==> src/rtl/exu_wb_queue_if.sv <==
// GPR write channel: one write per cycle, no back-pressure (the GPR file always accepts).
interface exu_gpr_w_if_t #(
    parameter int RV_GPR_AW = 5,
    parameter int RV_XLEN   = 32
);
    logic                 wen;
    logic [RV_GPR_AW-1:0] addr;
    logic [RV_XLEN-1:0]   data;

    modport mst (output wen, output addr, output data);
    modport slv (input  wen, input  addr, input  data);
endinterface

==> src/rtl/exu_wb_queue.sv <==
// Writeback queue: merges ALU and LSU results into an in-order FIFO that
// drains one entry per cycle to the GPR write port, and offers two busy
// lookups so operand read can stall on pending destination registers.
module exu_wb_queue #(
    parameter int  DEPTH     = 4,
    parameter int  RV_GPR_AW = 5,
    parameter int  RV_XLEN   = 32,
    localparam int CW        = $clog2(DEPTH + 1)
) (
    input  logic                 clk,
    input  logic                 rst,
    input  logic                 alu_vld,
    output logic                 alu_rdy,
    input  logic [RV_GPR_AW-1:0] alu_rd,
    input  logic [RV_XLEN-1:0]   alu_data,
    input  logic                 lsu_vld,
    output logic                 lsu_rdy,
    input  logic [RV_GPR_AW-1:0] lsu_rd,
    input  logic [RV_XLEN-1:0]   lsu_data,
    exu_gpr_w_if_t.mst           gpr_w_mst,
    input  logic [RV_GPR_AW-1:0] chk_r1_addr,
    output logic                 chk_r1_busy,
    input  logic [RV_GPR_AW-1:0] chk_r2_addr,
    output logic                 chk_r2_busy,
    output logic [CW-1:0]        cnt,
    output logic                 empty
);
    localparam int PW = (DEPTH > 1) ? $clog2(DEPTH) : 1;

    logic [RV_GPR_AW-1:0] r_rd   [DEPTH];
    logic [RV_XLEN-1:0]   r_data [DEPTH];
    logic [DEPTH-1:0]     r_vld;
    logic [PW-1:0]        r_wr_ptr;
    logic [PW-1:0]        r_rd_ptr;
    logic [CW-1:0]        r_cnt;

    logic                 w_pop;
    logic [CW:0]          w_free;
    logic                 w_lsu_enq;
    logic                 w_alu_enq;
    logic [1:0]           w_n_enq;
    logic [PW-1:0]        w_alu_slot;

    // The head drains every cycle the queue holds anything; the drained slot
    // is reusable in the same cycle, hence the +1 on free.
    assign w_pop  = ~rst & (r_cnt != '0);
    assign w_free = (CW+1)'(DEPTH) - {1'b0, r_cnt} + {{CW{1'b0}}, w_pop};

    // LSU owns the last free slot so loads are never starved by the ALU.
    assign lsu_rdy = ~rst & (w_free >= (CW+1)'(1));
    assign alu_rdy = ~rst & ((w_free >= (CW+1)'(2)) | ((w_free == (CW+1)'(1)) & ~lsu_vld));

    // Writes to x0 are accepted but never occupy a slot.
    assign w_lsu_enq  = lsu_vld & lsu_rdy & (lsu_rd != '0);
    assign w_alu_enq  = alu_vld & alu_rdy & (alu_rd != '0);
    assign w_n_enq    = {1'b0, w_lsu_enq} + {1'b0, w_alu_enq};
    // The LSU result is older, so it takes the lower slot when both enqueue.
    assign w_alu_slot = r_wr_ptr + PW'(w_lsu_enq);

    assign gpr_w_mst.wen  = w_pop;
    assign gpr_w_mst.addr = w_pop ? r_rd[r_rd_ptr]   : '0;
    assign gpr_w_mst.data = w_pop ? r_data[r_rd_ptr] : '0;

    assign cnt   = rst ? '0 : r_cnt;
    assign empty = (cnt == '0);

    // Busy lookup over all valid entries, head included (its write is not yet visible).
    always_comb begin
        chk_r1_busy = 1'b0;
        chk_r2_busy = 1'b0;
        if (!rst) begin
            for (int i = 0; i < DEPTH; i++) begin
                if (r_vld[i] && (r_rd[i] == chk_r1_addr) && (chk_r1_addr != '0))
                    chk_r1_busy = 1'b1;
                if (r_vld[i] && (r_rd[i] == chk_r2_addr) && (chk_r2_addr != '0))
                    chk_r2_busy = 1'b1;
            end
        end
    end

    // Control state: pointers, occupancy and per-entry valid bits; a set overrides a same-slot clear.
    always_ff @(posedge clk) begin
        if (rst) begin
            r_wr_ptr <= '0;
            r_rd_ptr <= '0;
            r_cnt    <= '0;
            r_vld    <= '0;
        end else begin
            if (w_pop) begin
                r_vld[r_rd_ptr] <= 1'b0;
                r_rd_ptr        <= r_rd_ptr + PW'(1);
            end
            if (w_lsu_enq)
                r_vld[r_wr_ptr] <= 1'b1;
            if (w_alu_enq)
                r_vld[w_alu_slot] <= 1'b1;
            r_wr_ptr <= r_wr_ptr + PW'(w_n_enq);
            r_cnt    <= r_cnt + CW'(w_n_enq) - CW'(w_pop);
        end
    end

    // Entry payloads are written on enqueue only and carry no reset.
    always_ff @(posedge clk) begin
        if (w_lsu_enq) begin
            r_rd[r_wr_ptr]   <= lsu_rd;
            r_data[r_wr_ptr] <= lsu_data;
        end
        if (w_alu_enq) begin
            r_rd[w_alu_slot]   <= alu_rd;
            r_data[w_alu_slot] <= alu_data;
        end
    end
endmodule

==> src/flat_wrapper.sv <==
// flat-port wrapper written by rule: the top's interface ports become plain ports
module exu_wb_queue_flat 
#(
    parameter int  DEPTH     = 4,
    parameter int  RV_GPR_AW = 5,
    parameter int  RV_XLEN   = 32,
    localparam int CW        = $clog2(DEPTH + 1)
)
  (clk, rst, alu_vld, alu_rdy, alu_rd, alu_data, lsu_vld, lsu_rdy, lsu_rd, lsu_data, chk_r1_addr, chk_r1_busy, chk_r2_addr, chk_r2_busy, cnt, empty, gpr_w_mst_wen, gpr_w_mst_addr, gpr_w_mst_data);
  exu_gpr_w_if_t #(.RV_GPR_AW(RV_GPR_AW), .RV_XLEN(RV_XLEN)) gpr_w_mst_i ();
  input  logic clk;
  input  logic rst;
  input  logic alu_vld;
  output logic alu_rdy;
  input  logic [RV_GPR_AW-1:0] alu_rd;
  input  logic [RV_XLEN-1:0] alu_data;
  input  logic lsu_vld;
  output logic lsu_rdy;
  input  logic [RV_GPR_AW-1:0] lsu_rd;
  input  logic [RV_XLEN-1:0] lsu_data;
  input  logic [RV_GPR_AW-1:0] chk_r1_addr;
  output logic chk_r1_busy;
  input  logic [RV_GPR_AW-1:0] chk_r2_addr;
  output logic chk_r2_busy;
  output logic [CW-1:0] cnt;
  output logic empty;
  output wire logic [$bits(gpr_w_mst_i.wen)-1:0] gpr_w_mst_wen;
  output wire logic [$bits(gpr_w_mst_i.addr)-1:0] gpr_w_mst_addr;
  output wire logic [$bits(gpr_w_mst_i.data)-1:0] gpr_w_mst_data;
  assign gpr_w_mst_wen = gpr_w_mst_i.wen;
  assign gpr_w_mst_addr = gpr_w_mst_i.addr;
  assign gpr_w_mst_data = gpr_w_mst_i.data;
  exu_wb_queue #(.DEPTH(DEPTH), .RV_GPR_AW(RV_GPR_AW), .RV_XLEN(RV_XLEN)) u_core (.clk(clk), .rst(rst), .alu_vld(alu_vld), .alu_rdy(alu_rdy), .alu_rd(alu_rd), .alu_data(alu_data), .lsu_vld(lsu_vld), .lsu_rdy(lsu_rdy), .lsu_rd(lsu_rd), .lsu_data(lsu_data), .gpr_w_mst(gpr_w_mst_i), .chk_r1_addr(chk_r1_addr), .chk_r1_busy(chk_r1_busy), .chk_r2_addr(chk_r2_addr), .chk_r2_busy(chk_r2_busy), .cnt(cnt), .empty(empty));
endmodule
==> config.mk <==
export PLATFORM = sky130hd
export DESIGN_NAME = exu_wb_queue_flat
export DESIGN_NICKNAME = d
export VERILOG_FILES = /design/src/rtl/exu_wb_queue_if.sv /design/src/rtl/exu_wb_queue.sv /design/src/flat_wrapper.sv
export SDC_FILE = /design/constraint.sdc
export NUM_CORES = 1
export LEC_CHECK = 0
export CAP_MARGIN = 20
export CORE_AREA = 2 2 144 146
export DETAILED_ROUTE_END_ITERATION = 6
export DIE_AREA = 0 0 146 148
export PLACE_DENSITY = 0.72
export SYNTH_ARGS = -nofsm -noshare
export SYNTH_HDL_FRONTEND = slang
export SYNTH_SLANG_ARGS = --single-unit
==> constraint.sdc <==
create_clock -name clk -period 9.85 [get_ports clk]
set_input_delay 2.955 -clock clk [delete_from_list [all_inputs] [get_ports clk]]
set_output_delay 2.955 -clock clk [all_outputs]
set_load 0.02 [all_outputs]
==> impl_metrics.prom <==
# TYPE chip_impl_metric gauge
chip_impl_info{name="run_status",value="completed"} 1
chip_impl_info{name="worstPathCellList",value="clkdlybuf4s50_1, buf_4, or2_2, ha_1, inv_1, ha_1, nor4bb_1, o22a_1, inv_1, clkdlybuf4s50_1"} 1
chip_impl_metric{name="cp.buffers_inverters",unit=""} 5
chip_impl_metric{name="antenna_found_initial",unit=""} 0
chip_impl_metric{name="timing.max_cap.violations",unit=""} 0
chip_impl_metric{name="cts_post_setup_buffers_inserted",unit=""} 0
chip_impl_metric{name="max_slew.worst_pin.slew",unit="ps"} 825
chip_impl_metric{name="hold_ws",unit="ps"} 541
chip_impl_metric{name="synth_seq_cells",unit=""} 161
chip_impl_metric{name="post_synthesis_instance_total",unit=""} 567
chip_impl_metric{name="grt_pass1_vias",unit=""} 5740
chip_impl_metric{name="vias_after_detailed_routing",unit=""} 5307
chip_impl_metric{name="routabilityCongestion",unit=""} 0.870
chip_impl_metric{name="crit_fanout",unit=""} 22
chip_impl_metric{name="synth_warn",unit=""} 0
chip_impl_metric{name="worst_clock_skew",unit="ps"} 8.38
chip_impl_info{name="root_buffer",value="sky130_fd_sc_hd__clkbuf_16"} 1
chip_impl_metric{name="power.density_cell_area",unit="nW/um^2"} 252
chip_impl_metric{name="ioPinCount",unit=""} 134
chip_impl_info{name="source_of_the_worst_register_to_register_timing_path",value="u_core.r_cnt[2]"} 1
chip_impl_metric{name="max-vdd-ir-drop",unit="uV"} 159
chip_impl_metric{name="worst_setup_slack_final",unit="ps"} 955
chip_impl_metric{name="timing.critical_path.arrival",unit="ps"} 5940
chip_impl_metric{name="fp.dieArea",unit="um^2"} 21600
chip_impl_metric{name="worst_hold_path.num_cells",unit=""} 2
chip_impl_metric{name="mappedNetlistArea",unit="um^2"} 8900
chip_impl_info{name="reg_to_reg_endpoint",value="u_core.r_data[1][31]"} 1
chip_impl_metric{name="drt-pass1-iter-count",unit=""} 7
chip_impl_metric{name="flow.area_growth_from_synthesis",unit="%"} 24.3
chip_impl_metric{name="synth.distinct_cells",unit=""} 45
chip_impl_metric{name="dieHeight",unit="um"} 148
chip_impl_info{name="rsz0062_at_grt",value="no"} 1
chip_impl_metric{name="worstRegToRegCells",unit=""} 14
chip_impl_metric{name="maxSlewHeadroom",unit="%"} 45.0
chip_impl_metric{name="final-max-slew-violation-count",unit=""} 0
chip_impl_metric{name="worst_skew_pair.late_latency",unit="ps"} 420
chip_impl_metric{name="clock_edge_transition_at_the_registers_on_the_reported_setup_and_hold_paths",unit="ps"} 70
chip_impl_metric{name="total_leakage_power",unit="nW"} 3.72
chip_impl_info{name="post_synth_main_area_contributors",value="sky130_fd_sc_hd__edfxtp_1, sky130_fd_sc_hd__mux2_2, sky130_fd_sc_hd__mux4_2"} 1
chip_impl_metric{name="netlist.area_leader.share",unit="%"} 49.9
chip_impl_metric{name="timing.final.setup_violations",unit=""} 0
chip_impl_metric{name="worst_ep_required",unit="ps"} 6900
chip_impl_metric{name="layout_min_cycle_time",unit="ps"} 8890
chip_impl_metric{name="grt_remaining_overflow",unit=""} 0
chip_impl_info{name="start_kind",value="input pin"} 1
chip_impl_info{name="cp-end-kind",value="primary output"} 1
chip_impl_metric{name="detail_route.wl_per_cell",unit="um"} 21.5
chip_impl_metric{name="fmax",unit="GHz"} 0.112
chip_impl_info{name="synth_top_area_cell",value="sky130_fd_sc_hd__edfxtp_1"} 1
chip_impl_metric{name="postSynthNetCount",unit=""} 668
chip_impl_metric{name="core_util_final",unit="%"} 55.2
chip_impl_metric{name="cts_repair_resize_count",unit=""} 0
chip_impl_metric{name="htree_levels",unit=""} 4
chip_impl_metric{name="place.port_buffers",unit=""} 133
chip_impl_metric{name="postCtsHoldBufs",unit=""} 0
chip_impl_metric{name="ff2ff_setup_slack",unit="ps"} 5220
chip_impl_metric{name="crit_path_max_incr_delay",unit="ps"} 570
chip_impl_metric{name="globalRouteTotalUtil",unit="%"} 19.6
chip_impl_metric{name="yosysSeqAreaShare",unit="%"} 52.8
chip_impl_metric{name="initial_util",unit="%"} 44.4
chip_impl_info{name="critical_path_class",value="input pin to primary output"} 1
chip_impl_metric{name="totalWireLength",unit="um"} 20900
chip_impl_metric{name="numCtsBuffers",unit=""} 17
chip_impl_metric{name="final.setup.tns",unit="ps"} 0
chip_impl_metric{name="drt-vias-per-instance",unit=""} 5.45
chip_impl_info{name="hold_class",value="register to register"} 1
chip_impl_metric{name="grt_start_max_net_pins",unit=""} 44
chip_impl_metric{name="drt-initial-drc-count",unit=""} 344
chip_impl_metric{name="cts.path.max_buffers",unit=""} 2
chip_impl_info{name="worst_path_max_delay_cell",value="sky130_fd_sc_hd__clkdlybuf4s50_1"} 1
chip_impl_metric{name="drive_gt1_share",unit="%"} 32.6
chip_impl_info{name="holdCritStartpoint",value="u_core.r_rd_ptr[1]"} 1
chip_impl_metric{name="ant_nets",unit=""} 0
chip_impl_metric{name="core_area",unit="um^2"} 20000
chip_impl_metric{name="grt_first_pass_wirelength",unit="um"} 32400
chip_impl_metric{name="cts_sinks",unit=""} 161
chip_impl_info{name="cts_tree",value="yes"} 1
chip_impl_metric{name="final_nets",unit=""} 791
chip_impl_metric{name="syn_area_per_cell",unit="um^2"} 15.7
chip_impl_metric{name="detailedPlacementHpwl",unit="um"} 13000
chip_impl_metric{name="antennaDiodeCount",unit=""} 0
chip_impl_info{name="worst_path_dominant_cell_family",value="buffers and inverters"} 1
chip_impl_metric{name="dpl_worst_slack",unit="ps"} 950
chip_impl_metric{name="drc_violations_left",unit=""} 0
chip_impl_metric{name="std_cell_rows",unit=""} 52
chip_impl_metric{name="timing_hold_violations_final",unit=""} 0
chip_impl_metric{name="share_of_the_cycle_needed_by_the_critical_path_after_routing",unit="%"} 90.3
chip_impl_metric{name="die_w",unit="um"} 146
[cell families (layout without fill, tap and decap cells)]
group,count (synthesis),in the layout,synth area share (%)
mux,185,185,29.7
buf+inv,51,187,3.11
xor+xnor,47,47,4.62
simple gates,86,86,5.78
flops,161,161,52.8
compound gates,24,24,2.02
fa+ha+maj,13,13,1.91
[cells in the mapped netlist, drive strengths merged]
cell type / count
xor2: 34
o21bai: 3
dfxtp: 13
a31o: 1
fa: 1
or3: 1
nand3b: 2
mux2: 148
o22a: 1
and3: 2
o22ai: 1
and2: 37
o311a: 1
o2111ai: 1
nor2b: 4
a21o: 1
nor4: 10
nor3: 2
xnor2: 13
inv: 10
buf: 21
or2: 2
o21ai: 2
or4: 3
nand2b: 1
a221oi: 1
clkbuf: 20
a21boi: 1
a31oi: 4
mux4: 37
nand3: 4
nor2: 11
edfxtp: 148
a21oi: 5
nand2: 6
ha: 12
o21ba: 2
nor4bb: 1
[state kept, by name (all words and copies together), names as in the netlist, named ones only]
signal           count
u_core.r_vld         4
u_core.r_cnt         3
u_core.r_rd         20
u_core.r_wr_ptr      2
u_core.r_rd_ptr      2
u_core.r_data      128
[per-stage QoR]
stage / instance area (um^2) / cells / power (mW)
2_1_floorplan: 8900 / 567 / 1.77
3_3_place_gp: 10500 / 941 / 2.13
3_5_place_dp: 10500 / 941 / 2.14
4_1_cts: 11100 / 973 / 2.82
5_1_grt: 11100 / 973 / 2.92
6_report: 11100 / 973 / 2.79
[layout by cell type, fill, tap and decap left out, types with 11 or more instances in the layout]
cell type	count
sky130_fd_sc_hd__clkdlybuf4s50_1	133
sky130_fd_sc_hd__buf_4	12
sky130_fd_sc_hd__and2_1	37
sky130_fd_sc_hd__clkbuf_16	17
sky130_fd_sc_hd__mux2_1	12
sky130_fd_sc_hd__xnor2_1	13
sky130_fd_sc_hd__xor2_1	34
sky130_fd_sc_hd__edfxtp_1	148
sky130_fd_sc_hd__mux2_2	97
sky130_fd_sc_hd__dfxtp_1	11
sky130_fd_sc_hd__mux4_2	37
sky130_fd_sc_hd__ha_1	12
sky130_fd_sc_hd__mux2_4	39
[worst max-delay path by stage]
stage / from / to / slack (ps) / cells after the start
after floorplan: rst / u_core.r_data[1][0] / 1610 / 11
after global placement: rst / alu_rdy / 990 / 10
after detailed placement: rst / alu_rdy / 950 / 10
after CTS: rst / alu_rdy / 930 / 10
after global routing: rst / alu_rdy / 740 / 10
final: rst / alu_rdy / 960 / 10
[worst reg2reg max path, delay by kind of cell, from the launching register on]
| family | cells | cell delay, ps |
|---|---|---|
| xor gates and xnor gates | 1 | 330 |
| adders and majority gates | 3 | 650 |
| and+or+nand+nor | 4 | 1370 |
| muxes | 1 | 390 |
| AOI/OAI and AO/OA | 3 | 770 |
| DFF | 1 | 410 |
| buffers and inverters | 2 | 470 |
[routing by layer]
layer  part of all wire [%]  track usage [%]  vias up
met2                     50             33.7      166
li1                       -                -     2428
met5                      0                0        -
met1                     43             25.7     2696
met3                    6.3             4.04       17
met4                   0.91             4.66        0
[cell type report]
cell class,count,area (um^2)
clock inverters,12,158
clock buffers,20,437
repair buffers,145,1420
multi-input cells,355,3970
flip-flops and latches,161,4710
fillers,1666,8970
inverters,10,37.5
well taps,270,338
[power by group]
part	internal (mW)	switching [mW]
Sequential	0.975	0.103
Clock	0.401	0.273
Combinational	0.525	0.514
Total	1.90	0.890
Power figures use the tool's default switching activity.
